## src/rtl/vm_coin_pkg.sv

```systemverilog
// ============================================================================
// Module      : vm_coin_pkg
// Description : Shared states, coin encodings and coin-value lookup for the
//               vending-machine coin path.
// Revision    : 1.0 - initial release
// ============================================================================
`default_nettype none

package vm_coin_pkg;

   typedef enum logic [2:0] {
      ST_IDLE    = 3'd0,
      ST_COLLECT = 3'd1,
      ST_OFFER   = 3'd2,
      ST_SETTLE  = 3'd3,
      ST_PAYOUT  = 3'd4
   } state_t;

   localparam logic [1:0] COIN_1  = 2'b00;
   localparam logic [1:0] COIN_2  = 2'b01;
   localparam logic [1:0] COIN_5  = 2'b10;
   localparam logic [1:0] COIN_10 = 2'b11;

   localparam int unsigned MAX_CREDIT_DEFAULT = 15;

   function automatic logic [3:0] coin_value(input logic [1:0] code);
      logic [3:0] v;
      case (code)
         COIN_1:  v = 4'd1;
         COIN_2:  v = 4'd2;
         COIN_5:  v = 4'd5;
         default: v = 4'd10;
      endcase
      return v;
   endfunction

endpackage

`default_nettype wire

```

## src/rtl/change_dispenser.sv

```systemverilog
// ============================================================================
// Module      : change_dispenser
// Description : Holds the pending payout and emits one greedily chosen coin
//               per cycle; the first coin appears the cycle after load.
// Revision    : 1.0 - initial release
// ============================================================================
`default_nettype none

module change_dispenser
   import vm_coin_pkg::*;
(
   input  logic       clk,
   input  logic       rst_n,
   input  logic       load,
   input  logic [3:0] load_value,
   output logic       change_valid,
   output logic [1:0] change_code,
   output logic       done
);

   logic [3:0] r_payout;
   logic       r_valid;
   logic [1:0] r_code;

   logic [3:0] w_src;
   logic [1:0] w_pick;
   logic [3:0] w_pick_val;

   // A load emits its first coin at the same edge it is captured.
   always_comb begin
      w_src = load ? load_value : r_payout;
      if (w_src >= 4'd10)
         w_pick = COIN_10;
      else if (w_src >= 4'd5)
         w_pick = COIN_5;
      else if (w_src >= 4'd2)
         w_pick = COIN_2;
      else
         w_pick = COIN_1;
      w_pick_val = coin_value(w_pick);
   end

   always_ff @(posedge clk or negedge rst_n) begin
      if (!rst_n) begin
         r_payout <= 4'd0;
         r_valid  <= 1'b0;
         r_code   <= COIN_1;
      end else if (w_src != 4'd0) begin
         r_payout <= w_src - w_pick_val;
         r_valid  <= 1'b1;
         r_code   <= w_pick;
      end else begin
         r_payout <= 4'd0;
         r_valid  <= 1'b0;
         r_code   <= COIN_1;
      end
   end

   assign change_valid = r_valid;
   assign change_code  = r_code;
   assign done         = r_valid && (r_payout == 4'd0);

endmodule

`default_nettype wire

```

## src/rtl/coin_credit_unit.sv

```systemverilog
// ============================================================================
// Module      : coin_credit_unit
// Description : Coin credit accumulation, purchase offer handshake and change
//               payout control. Optional macro COIN_TIMEOUT_EN enables the
//               inactivity auto-refund in COLLECT.
// Revision    : 1.0 - initial release
// ============================================================================
`default_nettype none

module coin_credit_unit
   import vm_coin_pkg::*;
#(
   parameter int unsigned TIMEOUT_CYCLES = 1000,
   parameter int unsigned MAX_CREDIT     = MAX_CREDIT_DEFAULT
) (
   input  logic       clk,
   input  logic       rst_n,
   input  logic       coin_valid,
   input  logic [1:0] coin_code,
   input  logic       buy_req,
   input  logic       cancel_req,
   output logic [3:0] credit_out,
   output logic       credit_valid,
   input  logic       credit_ready,
   input  logic       remaining_valid,
   input  logic [3:0] remaining_money,
   output logic       change_valid,
   output logic [1:0] change_code,
   output logic       coin_reject,
   output logic       busy
);

   state_t     r_state;
   logic [3:0] r_credit;
   logic       r_credit_valid;
   logic       r_coin_reject;
   logic       r_busy;

   logic [3:0] w_coin_val;
   logic [4:0] w_sum;
   logic       w_fits;
   logic       w_accept;
   logic [3:0] w_settle_pay;
   logic       w_timeout;
   logic       w_load;
   logic [3:0] w_load_value;
   logic       w_done;

`ifdef COIN_TIMEOUT_EN
   localparam int unsigned     TO_W    = $clog2(TIMEOUT_CYCLES);
   localparam logic [TO_W-1:0] TO_LAST = TO_W'(TIMEOUT_CYCLES - 1);
   logic [TO_W-1:0] r_idle_cnt;
`endif

   always_comb begin
      w_coin_val = coin_value(coin_code);
      w_sum      = {1'b0, r_credit} + {1'b0, w_coin_val};
      w_fits     = (w_sum <= 5'(MAX_CREDIT));
      w_accept   = 1'b0;
      if (coin_valid && w_fits) begin
         if (r_state == ST_IDLE)
            w_accept = 1'b1;
         else if ((r_state == ST_COLLECT) && !cancel_req)
            w_accept = 1'b1;
      end
      // Change owed never exceeds what the customer put in.
      w_settle_pay = (remaining_money < r_credit) ? remaining_money : r_credit;
      w_timeout    = 1'b0;
`ifdef COIN_TIMEOUT_EN
      w_timeout = (r_state == ST_COLLECT) && (r_idle_cnt == TO_LAST) &&
                  !cancel_req && !buy_req && !coin_valid;
`endif
      w_load       = 1'b0;
      w_load_value = r_credit;
      if ((r_state == ST_COLLECT) && (cancel_req || w_timeout)) begin
         w_load = 1'b1;
      end else if ((r_state == ST_SETTLE) && remaining_valid && (w_settle_pay != 4'd0)) begin
         w_load       = 1'b1;
         w_load_value = w_settle_pay;
      end
   end

   always_ff @(posedge clk or negedge rst_n) begin
      if (!rst_n) begin
         r_state        <= ST_IDLE;
         r_credit       <= 4'd0;
         r_credit_valid <= 1'b0;
         r_coin_reject  <= 1'b0;
         r_busy         <= 1'b0;
`ifdef COIN_TIMEOUT_EN
         r_idle_cnt     <= '0;
`endif
      end else begin
         r_coin_reject <= coin_valid && !w_accept;
         case (r_state)
            ST_IDLE: begin
               if (w_accept) begin
                  r_state  <= ST_COLLECT;
                  r_credit <= w_sum[3:0];
                  r_busy   <= 1'b1;
`ifdef COIN_TIMEOUT_EN
                  r_idle_cnt <= '0;
`endif
               end
            end
            ST_COLLECT: begin
               if (cancel_req || w_timeout) begin
                  r_state  <= ST_PAYOUT;
                  r_credit <= 4'd0;
               end else begin
                  if (w_accept)
                     r_credit <= w_sum[3:0];
`ifdef COIN_TIMEOUT_EN
                  if (w_accept)
                     r_idle_cnt <= '0;
                  else if (r_idle_cnt != TO_LAST)
                     r_idle_cnt <= r_idle_cnt + 1'b1;
`endif
                  if (buy_req) begin
                     r_state        <= ST_OFFER;
                     r_credit_valid <= 1'b1;
                  end
               end
            end
            ST_OFFER: begin
               if (credit_ready) begin
                  r_state        <= ST_SETTLE;
                  r_credit_valid <= 1'b0;
               end
            end
            ST_SETTLE: begin
               if (remaining_valid) begin
                  r_credit <= 4'd0;
                  if (w_settle_pay != 4'd0) begin
                     r_state <= ST_PAYOUT;
                  end else begin
                     r_state <= ST_IDLE;
                     r_busy  <= 1'b0;
                  end
               end
            end
            ST_PAYOUT: begin
               if (w_done) begin
                  r_state <= ST_IDLE;
                  r_busy  <= 1'b0;
               end
            end
            default: begin
               r_state        <= ST_IDLE;
               r_credit       <= 4'd0;
               r_credit_valid <= 1'b0;
               r_busy         <= 1'b0;
            end
         endcase
      end
   end

   change_dispenser u_change_dispenser (
      .clk          (clk),
      .rst_n        (rst_n),
      .load         (w_load),
      .load_value   (w_load_value),
      .change_valid (change_valid),
      .change_code  (change_code),
      .done         (w_done)
   );

   assign credit_out   = r_credit;
   assign credit_valid = r_credit_valid;
   assign coin_reject  = r_coin_reject;
   assign busy         = r_busy;

endmodule

`default_nettype wire
```

## config.mk

```make
export PLATFORM = sky130hd
export DESIGN_NAME = coin_credit_unit
export DESIGN_NICKNAME = d
export VERILOG_FILES = /design/src/rtl/vm_coin_pkg.sv /design/src/rtl/change_dispenser.sv /design/src/rtl/coin_credit_unit.sv
export SDC_FILE = /design/constraint.sdc
export NUM_CORES = 1
export LEC_CHECK = 0
export CORE_MARGIN = 2
export CORE_UTILIZATION = 54
export CTS_BUF_LIST = sky130_fd_sc_hd__clkbuf_8
export CTS_CLUSTER_SIZE = 14
export DETAILED_ROUTE_END_ITERATION = 12
export PLACE_DENSITY = 0.79
export SETUP_SLACK_MARGIN = 0.3
export SKIP_CTS_REPAIR_TIMING = 1
export SLEW_MARGIN = 5
export SYNTH_ARGS = -nofsm -noshare
export SYNTH_HDL_FRONTEND = slang
export SYNTH_SLANG_ARGS = --single-unit
```

## constraint.sdc

```tcl
create_clock -name clk -period 4.22 [get_ports clk]
set_input_delay 1.266 -clock clk [delete_from_list [all_inputs] [get_ports clk]]
set_output_delay 1.266 -clock clk [all_outputs]
set_load 0.1 [all_outputs]
```

# Word level (Yosys, flattened, before mapping)
# Index checks and enable logic that the tools add are counted.
# word_totals
register_bits	17
inputBits	13
output_inout_bits	10
word_cells	94
# classes
n_addsub	2
order_cmp	5
eq_ne	16
mux	38
bitwise_logic	3
reduce_logical	22
# ops
cell	n
$mux 4	8
$pmux 4 s3	2
$mux 3	7
$pmux 4 s4	1
$pmux 3 s5	1
$mux 1	14
$ne 2x2->1 const B	6
$reduce_and 5->1	2
$reduce_bool 4->1	2
$logic_and 1x1->1	7
$eq 3x2->1 const B	2
$mux 2	3
$add 4x4->5	1
$le 5x4->1 const B	1
$eq 2x1->1 const B	2
$eq 2x2->1 const B	2
$ge 4x2->1 const B	1
$ge 4x3->1 const B	1
$ge 4x4->1 const B	1
$logic_not 2->1	2
$logic_not 4->1	1
$lt 4x4->1	1
$pmux 1 s4	1
$reduce_and 4->1	1
other kinds (12)	16

# Depth between registers and ports, before layout
# depth
word_depth	15
mapped_depth	15
ltp_nobuf	15

# Modules after synthesis
# From an unflattened synthesis, not the netlist that was laid out.
# hier_totals
hier_cells	150
area_unflattened_um2	1395.1
# by_module_without_submodules
module	n_inst	cells_each	area_each_um2	seq_area_each_um2
coin_credit_unit	1	106	917.1	250.2
change_dispenser	1	44	478.0	175.2

# Least setup slack after synthesis
# No wires, ideal clock.
# synth_path
path_type	input to register
startpoint	input port remaining_money[3]
endpoint	register u_change_dispenser.r_payout[3]
setup_time_ps	125
arrival_time_ps	4085
t_required_ps	4095
setup_slack_ps	10
stages	13
n_path_buf	0
path_cell_list	ha_1 > a21oi_1 > nand2_1 > or4_4 > and2_4 > a211oi_4 > nand2b_1 > a31o_1 > ha_1 > inv_1 > a21o_1 > a21oi_1 > mux2_2
# synth_via
elab_chain_cells	15
word_cells_on_any_way	22
classes_between	add/sub (1); order compare (4); eq/ne (2); mux (11); reduce/logical (4)
# synth_lines
element	line	rtl
start: declaration	coin_credit_unit.sv:26	input logic [3:0] remaining_money,
$lt 4x4->1	coin_credit_unit.sv:67	w_settle_pay = (remaining_money < r_credit) ? remaining_money : r_credit;
$mux 4 *	coin_credit_unit.sv:67	
$reduce_bool 4->1	coin_credit_unit.sv:77	end else if ((r_state == ST_SETTLE) && remaining_valid && (w_settle_pay != 4'd0)) begin
$logic_and 1x1->1	coin_credit_unit.sv:77	
$mux 4 or $mux 1 (tied branches)	coin_credit_unit.sv:77	
$mux 4 or $mux 1 (tied branches)	coin_credit_unit.sv:75	if ((r_state == ST_COLLECT) && (cancel_req || w_timeout)) begin
$mux 4 *	change_dispenser.sv:31	w_src = load ? load_value : r_payout;
$ge 4x2->1	change_dispenser.sv:36	else if (w_src >= 4'd2)
$mux 1	change_dispenser.sv:36	
$mux 2	change_dispenser.sv:34	else if (w_src >= 4'd5)
$mux 2	change_dispenser.sv:32	if (w_src >= 4'd10)
$eq 2x2->1, or another cell as far along	vm_coin_pkg.sv:28	case (code)
$pmux 4 s3	vm_coin_pkg.sv:28	
$sub 4x4->4	change_dispenser.sv:49	r_payout <= w_src - w_pick_val;
$mux 4 *	change_dispenser.sv:48	end else if (w_src != 4'd0) begin
end signal: assignment	change_dispenser.sv:49	
end: declaration	change_dispenser.sv:21	logic [3:0] r_payout;
# Mark *: on every way between the ends. The rest lies on a longest branch, timed or not.
# A chain may end at the register's enable or synchronous reset.

# Final worst setup path
# Same ends and word-level chain as after synthesis.

==> flow_summary.toml <==
[grt]
grt-ovfl-total = 0
grt_max_degree = 18
grtUsageTotal_pct = 25.5
antenna_found_initial = 0
grt_pass1_wl_mm = 5.21
grt_pass1_vias = 1157

[floorplanning]
die-area_um2 = 2820
die_h_um = 53.1
fp-row-count = 17
core_um2 = 2250
die_w_um = 53.1
initial_core_util_pct = 57.8
io_pins = 23

[sta]
hold_violations = 0
fin_crit_ns = 3.96
finalSetupViolations = 0
fin_crit_sh_pct = 93.7
worst_pin_slew_ns = 0.971
clock_skew_ns = 0.00233
fin_hold_ws_ns = 0.543
slew_headroom_pct = 35.1
max_freq_mhz = 253
maxSlewViolCount = 0
grt_setup_unrepaired = "yes"

[clock_tree]
clkSinkCount = 17
numCtsBuffers = 3
tritoncts = "done"
root_buffer = "clkbuf_8"
clk_latency_ns = 0.25
clk_pin_slew_ns = 0.07
cts-htree-levels = 1
cts_buffer_depth = 2

[placed_design]
io_buffer_count = 22
placed_cells = 215
gp_congestion = 0.930
dpl.hpwl_mm = 2.43
placed_cell_area_um2 = 1750

[worst_setup_path]
worst_path_most_repeated_cell = "a21oi_2"
cp.arrival_ns = 4.09
cp_cell_sequence = "buf_8, ha_4, a21oi_2, nand2_1, or4_4, and2_4, a211oi_4, nor2_2, a31o_1, ha_1, a21o_1, a21oi_2, mux2_4"
crit_start = "remaining_money[3]"
crit_path_end_kind = "flop"
cp.required_ns = 4.36
rrSetupSlack_ns = 0.80
critPathLaunchType = "input pin"
slowest_delay_ns = 0.52
worstReg2RegStart = "credit_out[3]$_DFFE_PN0P_"
cp_max_fo = 5
crit_slowest_cell = "or4_4"
crit_type = "in2reg"

[synth]
synth.net_count = 174
syn_avg_cell_area_um2 = 8.80
synthSimpleGateAreaFrac_pct = 22.2
yosysWarnings = 0
synth_top_family_by_area = "compound AO/OA/AOI/OAI gates"
yosysUniqueCellTypes = 41
synth_seq_cells = 17
synth_xor_area_share_pct = 2.02
async_reset_ff_share_pct = 100
syn_inst = 148
syn_area_um2 = 1300
synth-main-ff-cell = "dfrtp_1"
synth_compound_area_share_pct = 22.5
yosysSeqAreaShare_pct = 32.7
synth_adder_area_share_pct = 13.6
muxShareOfSynthArea_pct = 2.40
synth_edf_count = 0

[drt]
avgRoutedWirePerCell_um = 16.2
drtIter0Drc = 26
vias = 1267
routed_wl_mm = 3.55
antenna_left = 0
dr.pass1.iters = 4
drcViolationCount = 0
vias_per_cell = 5.79

[cells_and_area]
syn_to_final_growth_pct = 45.8
final_util_pct = 84.2
fill_cells = 134
layout_common_cells = "buf_4 (21), nor2_1 (17), clkdlybuf4s50_1 (17)"
nNetsFinal = 218
insertedDiodeCount = 0
stdcell_count = 219
layout-drive-gt1-share_pct = 28.3
design_area_um2 = 1900
mostFrequentLayoutCell = "buf_4"

[hold_path]
hp-class = "reg2reg"
holdCritStartpoint = "credit_valid$_DFFE_PN0P_"

[flow_run]
drv_cap = 0

[status]
status = "completed"
-- critical path, delay by kind of cell --
family / cells / cell delay, ns
fa+ha+maj: 2 / 0.53
simple gates: 4 / 0.86
mux: 1 / 0.31
buf+inv: 1 / 0.10
compound gates: 5 / 1.01
-- flip-flops by register name, indices dropped and copies added, names as in the netlist --
register	count
u_change_dispenser.change_valid	1
coin_reject	1
credit_out	4
u_change_dispenser.r_payout	4
u_change_dispenser.change_code	2
busy	1
credit_valid	1
r_state	3
-- path summary, 6_finish.rpt --
| kind | to | depth (start not counted) |
|---|---|---|
| setup / recovery | u_change_dispenser.r_payout[3]$_DFF_PN0_ | 13 |
| hold / removal | credit_valid$_DFFE_PN0P_ | 2 |
| setup reg to reg | u_change_dispenser.r_payout[3]$_DFF_PN0_ | 13 |
| hold reg to reg | credit_valid$_DFFE_PN0P_ | 2 |
| max in group asynchronous | credit_out[3]$_DFFE_PN0P_ | 1 |
| min in group asynchronous | credit_valid$_DFFE_PN0P_ | 1 |
-- layout make-up --
type                    count  area [um^2]  area share (%)
multi-input cells         115          953            50.2
flip-flops and latches     17          428            22.5
repair buffers             43          393            20.7
inverters                  12         45.0            2.37
clock buffers               3         41.3            2.17
well taps                  28         35.0            1.84
clock inverters             1         3.75           0.198
-- Yosys cell counts (3+ instances only) --
cell type	instances	area share [%]
nor2_1	22	6.3
dfrtp_1	17	33
a21oi_1	12	4.6
ha_1	11	11
inv_1	11	3.2
nand2_1	9	2.6
o21ai_0	9	3.5
a31oi_1	4	1.9
clkbuf_1	4	1.2
nand3_1	3	1.2
nor2b_1	3	1.4
nor4_1	3	1.4
o22a_1	3	2.0
-- metal layers --
layer / track usage, % / share of wire [%] / up-vias
met5: 0 / 0 / -
met4: 6.41 / 2.3 / 0
met3: 3.67 / 4.2 / 10
met2: 42.3 / 50 / 40
met1: 34.8 / 44 / 605
li1: - / - / 612
-- cell families (layout without fill, tap and decap cells) --
logic type	count (synthesis)	count (layout)
xor+xnor	3	3
fa+ha+maj	13	13
simple gates	55	55
compound gates	41	41
mux	3	3
buf+inv	16	59
flops	17	17
-- per-stage QoR --
stage | setup slack, ns | setup TNS (ns)
after global placement | -0.270 | -0.709
final | 0.265 | 0
after floorplan | 0.147 | 0
after global routing | 0.126 | 0
after CTS | -0.199 | -0.357
after detailed placement | -0.396 | -1.03
Power is left out: the tool's default activity adds up to more than one toggle a clock period on the data nets, which glitch-free logic cannot reach.
==> patch 1 (same flow settings) <==
Build with the macro `COIN_TIMEOUT_EN` defined.
--- a/src/rtl/coin_credit_unit.sv
+++ b/src/rtl/coin_credit_unit.sv
@@ -8,2 +8,4 @@
 `default_nettype none
+
+`define COIN_TIMEOUT_EN
 
Behaviour: same outputs for any inputs over 10 cycles, from zero or initial values and one cycle with rst_n low; that may be too few to reach the edited logic, so the function may still have changed.
==> patch 1 against the unedited design <==
Synthesized cell count is 47% higher; synthesized area up 49%; critical endpoint unchanged; maximum frequency increased by 4.0%; worst setup slack better by 0.15 ns; wire length rose by 28%; utilization decreased by 8.1 points; final area rose by 36%; sequential cell count is 10 higher; largest cell class unchanged; clock skew down 0.00062 ns; final cell count increased by 43%; non-clock buffer count up 8.
==> patch 1: results (changes against the unedited design) <==
Proportion of layout cells with a drive suffix above 1 - 21.7% (was 28.3%)
Gpl congestion - 0.868 (was 0.930)
Synth cell types - 56 (was 41)
Async SR Flop Fraction - 100% (unchanged)
Crit-path max FO - 4 (was 5)
Leakage - 0.00113 uW
Outcome - finished clean (unchanged)
Synth area leaders - dfrtp_1, ha_1, nor2_1 (unchanged)
Final Routed Wirelength - 4560 um (was 3550 um)
Area post-placement - 2370 um2 (was 1750 um2)
YS warnings - 0 (unchanged)
Fin nets - 295 (was 218)
R2R depth - 13 (unchanged)
Slew @ Worst Pin - 0.974 ns (was 0.971 ns)
Vias/cell - 5.64 (was 5.79)
GRT Total Usage - 22.0% (was 25.5%)
Max incr delay on CP - 0.52 ns (about the same)
CP Data Arrival Time - 4.01 ns (was 4.09 ns)
Sequential area share after synthesis - 34.8% (was 32.7%)
Pre-CTS WS - -0.201 ns (was -0.396 ns)
First-pass GRT wire length - 7170 um (was 5210 um)
H-tree depth - 1 (unchanged)
IO Port Bufs - 22 (unchanged)
Multi-input logic area - 1310 um2 (was 953 um2)
CTS clk-pin slew, worst paths - 0.09 ns (was 0.07 ns)
Drt pass-1 iters - 4 (unchanged)
Root Buffer - clkbuf_8 (unchanged)
Clock buffer depth - 2 (unchanged)
Reg with most FFs - r_idle_cnt
Setup violators final - 0 (unchanged)
Max reg flops - 10
Clk_skew - 0.00171 ns (was 0.00233 ns)
Syn_nets - 245 (was 174)
R2R Setup Slk - 0.98 ns (was 0.80 ns)
N_diodes - 0 (unchanged)
VDD IR-drop max - 0.000676 V
Inserted Clock Buffers - 3 (unchanged)
Min cycle time layout - 3.80 ns (was 3.96 ns)
Detailed placement HPWL - 3140 um (was 2430 um)
Iter 0 DRT Violations - 99 (was 26)
FILL cells - 237 (was 134)
Most frequent cells after synthesis - dfrtp_1, nor2_1, nand2_1, inv_1, a21oi_1 (was nor2_1, dfrtp_1, a21oi_1, ha_1, inv_1)
Initial antenna violation count - 0 (unchanged)
Synth top area share - 34.8% (was 32.7%)
Largest net degree at the start of global routing - 28 (was 18)
Clk_lat worst skew - 0.27 ns (was 0.25 ns)
Vias in the first global route - 1615 (was 1157)
CP max-delay cell - or4_4 (unchanged)
Hold depth - 2 (unchanged)
Hold/Removal Path Class - register to register (unchanged)
## patch 1: changes by cell type after synthesis, moves of 3 or more
cell,unedited run,this run
inv_1,11,14
dfrtp_1,17,27
nor2_1,22,25
nor3_1,2,6
xnor2_1,1,6
nor2b_1,3,6
nand3_1,3,11
nand2_1,9,17
and2_1,1,4
o22a_1,3,0
## patch 1: path summary, 6_finish.rpt
| kind | from | end |
|---|---|---|
| worst max-delay path | remaining_money[3] | u_change_dispenser.r_payout[3] |
| worst min-delay path | credit_valid | credit_valid |
| max in group asynchronous | rst_n | credit_out[0] |
| min in group asynchronous | rst_n | credit_valid |
| worst max register to register | credit_out[3] | u_change_dispenser.r_payout[3] |
| worst min register to register | credit_valid | credit_valid |
## patch 1: metrics by stage
step / instances / hold WS, ns
floorplan: 218 / 0.466
global placement: 303 / 0.482
detailed placement: 303 / 0.509
CTS: 307 / 0.529
global route: 313 / 0.561
finish: 313 / 0.528
## patch 1: power by group
part	internal (uW)	switching [uW]
Clock	65.4	81.4
Sequential	348	100
Combinational	680	947
## patch 1: cell families (layout without fill, tap and decap cells)
logic type	Yosys count	after routing	synth area share (%)
xor gates and xnor gates	9	9	4.06
adders and majority gates	14	14	9.80
muxes	3	3	1.55
DFF	27	27	34.8
AOI/OAI and AO/OA	52	52	20.4
and+or+nand+nor	92	92	25.2
buffers and inverters	21	70	4.13
## patch 1: cell type report
| class | count | share of cell area, % |
|---|---|---|
| multi-input cells | 170 | 50.7 |
| clock buffers | 3 | 1.60 |
| flip-flops and latches | 27 | 26.2 |
| repair buffers | 51 | 17.0 |
| clock inverters | 1 | 0.145 |
| inverters | 15 | 2.18 |
| well taps | 46 | 2.23 |
## patch 1: per-layer routing
metal	part of all wire, %	GRT usage [%]	vias up
met2	50	37.4	29
met5	0	0	-
li1	-	-	875
met1	46	28.3	854
met4	1.0	6.25	0
met3	2.9	4.23	6
## patch 1: critical path: cells and delay by family
kind                     cells  cell delay [ns]
AO/OA/AOI/OAI                9             1.59
adder cells (fa/ha/maj)      2             0.45
buffers and inverters        1             0.10
AND/OR/NAND/NOR              2             0.60
==> patch 2 (same settings) <==
Made on the original files. The 5 states of `state_t` get a one-hot encoding in 5 bits.
--- a/src/rtl/vm_coin_pkg.sv
+++ b/src/rtl/vm_coin_pkg.sv
@@ -10,8 +10,8 @@
 
-   typedef enum logic [2:0] {
-      ST_IDLE    = 3'd0,
-      ST_COLLECT = 3'd1,
-      ST_OFFER   = 3'd2,
-      ST_SETTLE  = 3'd3,
-      ST_PAYOUT  = 3'd4
+   typedef enum logic [4:0] {
+      ST_IDLE    = 5'b00001,
+      ST_COLLECT = 5'b00010,
+      ST_OFFER   = 5'b00100,
+      ST_SETTLE  = 5'b01000,
+      ST_PAYOUT  = 5'b10000
    } state_t;
Check against the original RTL: same outputs for any inputs over 10 cycles, from zero or initial values and one cycle with rst_n low; not proved beyond that.
==> patch 2 against the unedited design <==
Worst setup slack better by 0.084 ns; synthesized area grew 21%; non-clock buffer count grew 5; sequential share of layout area shrank 0.49 points; wire length up 15%; final area grew 14%; utilization is 5.8 points lower; final cell count increased by 17%; sequential cell count up 2.
==> patch 2: results (changes against the unedited design) <==
Vias in the first global route - 1552 (was 1157)
Largest net degree at the start of global routing - 20 (was 18)
CTS clk-pin slew, worst paths - 0.07 ns (about the same)
Hold depth - 1 (was 2)
Reg2reg end - u_change_dispenser.r_payout[2] (was u_change_dispenser.r_payout[3])
Iter 0 DRT Violations - 54 (was 26)
Pre-CTS WS - -0.325 ns (was -0.396 ns)
Hold/Removal Path Class - register to register (unchanged)
Remaining global-route overflow - 0 (unchanged)
Outcome - finished clean (unchanged)
Slew HR - 35.1% (about the same)
VDD IR-drop max - 0.000797 V
Worst hold endpoint - busy (was credit_valid)
GR Util met3 - 4.02% (was 3.67%)
Initial antenna violation count - 0 (unchanged)
Gpl congestion - 0.835 (was 0.930)
Placed Cells - 250 (was 215)
Max incr delay on CP - 0.36 ns (was 0.52 ns)
Hold path start - busy (was credit_valid)
Syn_nets - 207 (was 174)
Vias/cell - 6.21 (was 5.79)
Max reg flops - 5
GRT Total Usage - 25.0% (was 25.5%)
Met1 Track Usage GR - 31.3% (was 34.8%)
Inserted Clock Buffers - 3 (unchanged)
Clk_lat worst skew - 0.25 ns (about the same)
Most frequent cells after synthesis - dfrtp_1, nor2_1, ha_1, inv_1, nand2_1 (was nor2_1, dfrtp_1, a21oi_1, ha_1, inv_1)
Wire per inst - 15.9 um (was 16.2 um)
Syn Inst Count - 181 (was 148)
N_diodes - 0 (unchanged)
CP max-delay cell - fa_2 (was or4_4)
Leakage - 0.000972 uW
Synth area leaders - dfrtp_1, ha_1, nor2_1 (unchanged)
YS warnings - 0 (unchanged)
Drt pass-1 iters - 5 (was 4)
Setup violators final - 0 (unchanged)
Clk_skew - 0.00143 ns (was 0.00233 ns)
R2R Setup Slk - 0.85 ns (was 0.80 ns)
Fin nets - 253 (was 218)
Proportion of layout cells with a drive suffix above 1 - 24.8% (was 28.3%)
Detailed placement HPWL - 3100 um (was 2430 um)
Crit-path max FO - 4 (was 5)
First-pass GRT wire length - 6660 um (was 5210 um)
Met2 usage - 45.9% (was 42.3%)
Synth cell types - 53 (was 41)
Sequential area share after synthesis - 30.3% (was 32.7%)
Async SR Flop Fraction - 100% (unchanged)
Final Routed Wirelength - 4100 um (was 3550 um)
H-tree depth - 1 (unchanged)
IO Port Bufs - 22 (unchanged)
Worst r2r src - credit_out[1] (was credit_out[3])
CP Data Arrival Time - 4.03 ns (was 4.09 ns)
R2R depth - 14 (was 13)
Crit path launch - remaining_money[1] (was remaining_money[3])
Root Buffer - clkbuf_8 (unchanged)
[patch 2: changes by cell type after synthesis, sizes merged, moves of 3 or more]
cell / change
nor3b: +3
o211ai: +5
nand3: +3
or3: +4
nand2b: +3
a211o: +4
nor2: -8
a21oi: -4
[patch 2: worst max-delay path: cells and delay by family]
| family | cells | cell delay [ns] |
|---|---|---|
| AOI/OAI and AO/OA | 6 | 1.16 |
| xor gates and xnor gates | 1 | 0.16 |
| adders and majority gates | 3 | 0.80 |
| buffers and inverters | 3 | 0.44 |
| and+or+nand+nor | 1 | 0.20 |
[patch 2: metrics by stage]
step	power (uW)	setup TNS [ns]	hold slack (ns)	cell area (um2)	utilization, %
global route	2030	0	0.506	2160	78.4
detailed placement	1660	-0.842	0.486	1990	72.1
global placement	1630	-0.508	0.474	1990	72.1
finish	1890	0	0.496	2160	78.4
floorplan	1260	0	0.599	1590	-
CTS	1790	-0.130	0.502	2030	73.7
[patch 2: layer usage]
| metal | vias up | wire length [um] | share of wire [%] |
|---|---|---|---|
| met2 | 54 | 2190 | 53 |
| met3 | 4 | 203 | 5.0 |
| li1 | 777 | - | - |
| met5 | - | 0 | 0 |
| met4 | 0 | 49 | 1.2 |
| met1 | 762 | 1660 | 40 |
[patch 2: worst max-delay path by stage]
stage                                      to  slack (ns)
3_3_place_gp   u_change_dispenser.r_payout[2]       -0.23
5_1_grt        u_change_dispenser.r_payout[2]        0.22
4_1_cts        u_change_dispenser.r_payout[2]       -0.09
2_1_floorplan  u_change_dispenser.r_payout[2]        0.30
3_5_place_dp   u_change_dispenser.r_payout[2]       -0.33
6_report       u_change_dispenser.r_payout[2]        0.35
[patch 2: final cells by class]
cell class / instances / area (um2)
Fill cell: 193 / 594
Clock inverter: 1 / 3.75
Timing Repair Buffer: 48 / 435
Sequential cell: 19 / 477
Clock buffer: 3 / 41.3
Multi-Input combinational cell: 143 / 1120
Tap cell: 31 / 38.8
Inverter: 12 / 50.0
[patch 2: where the power goes]
part	total [uW]	internal, uW	switching, uW
Combinational	1400	593	805
Clock	119	64.5	54.8
Sequential	373	268	106
Total	1890	925	965
[patch 2: kinds of logic (layout without fill, tap and decap cells)]
logic type	after synthesis	after routing	share of synthesized area [%]
AND/OR/NAND/NOR	67	67	23.8
AO/OA/AOI/OAI	60	60	27.4
flip-flops	19	19	30.3
buffers and inverters	19	64	5.56
adder cells (fa/ha/maj)	13	13	11.3
XOR/XNOR	3	3	1.67
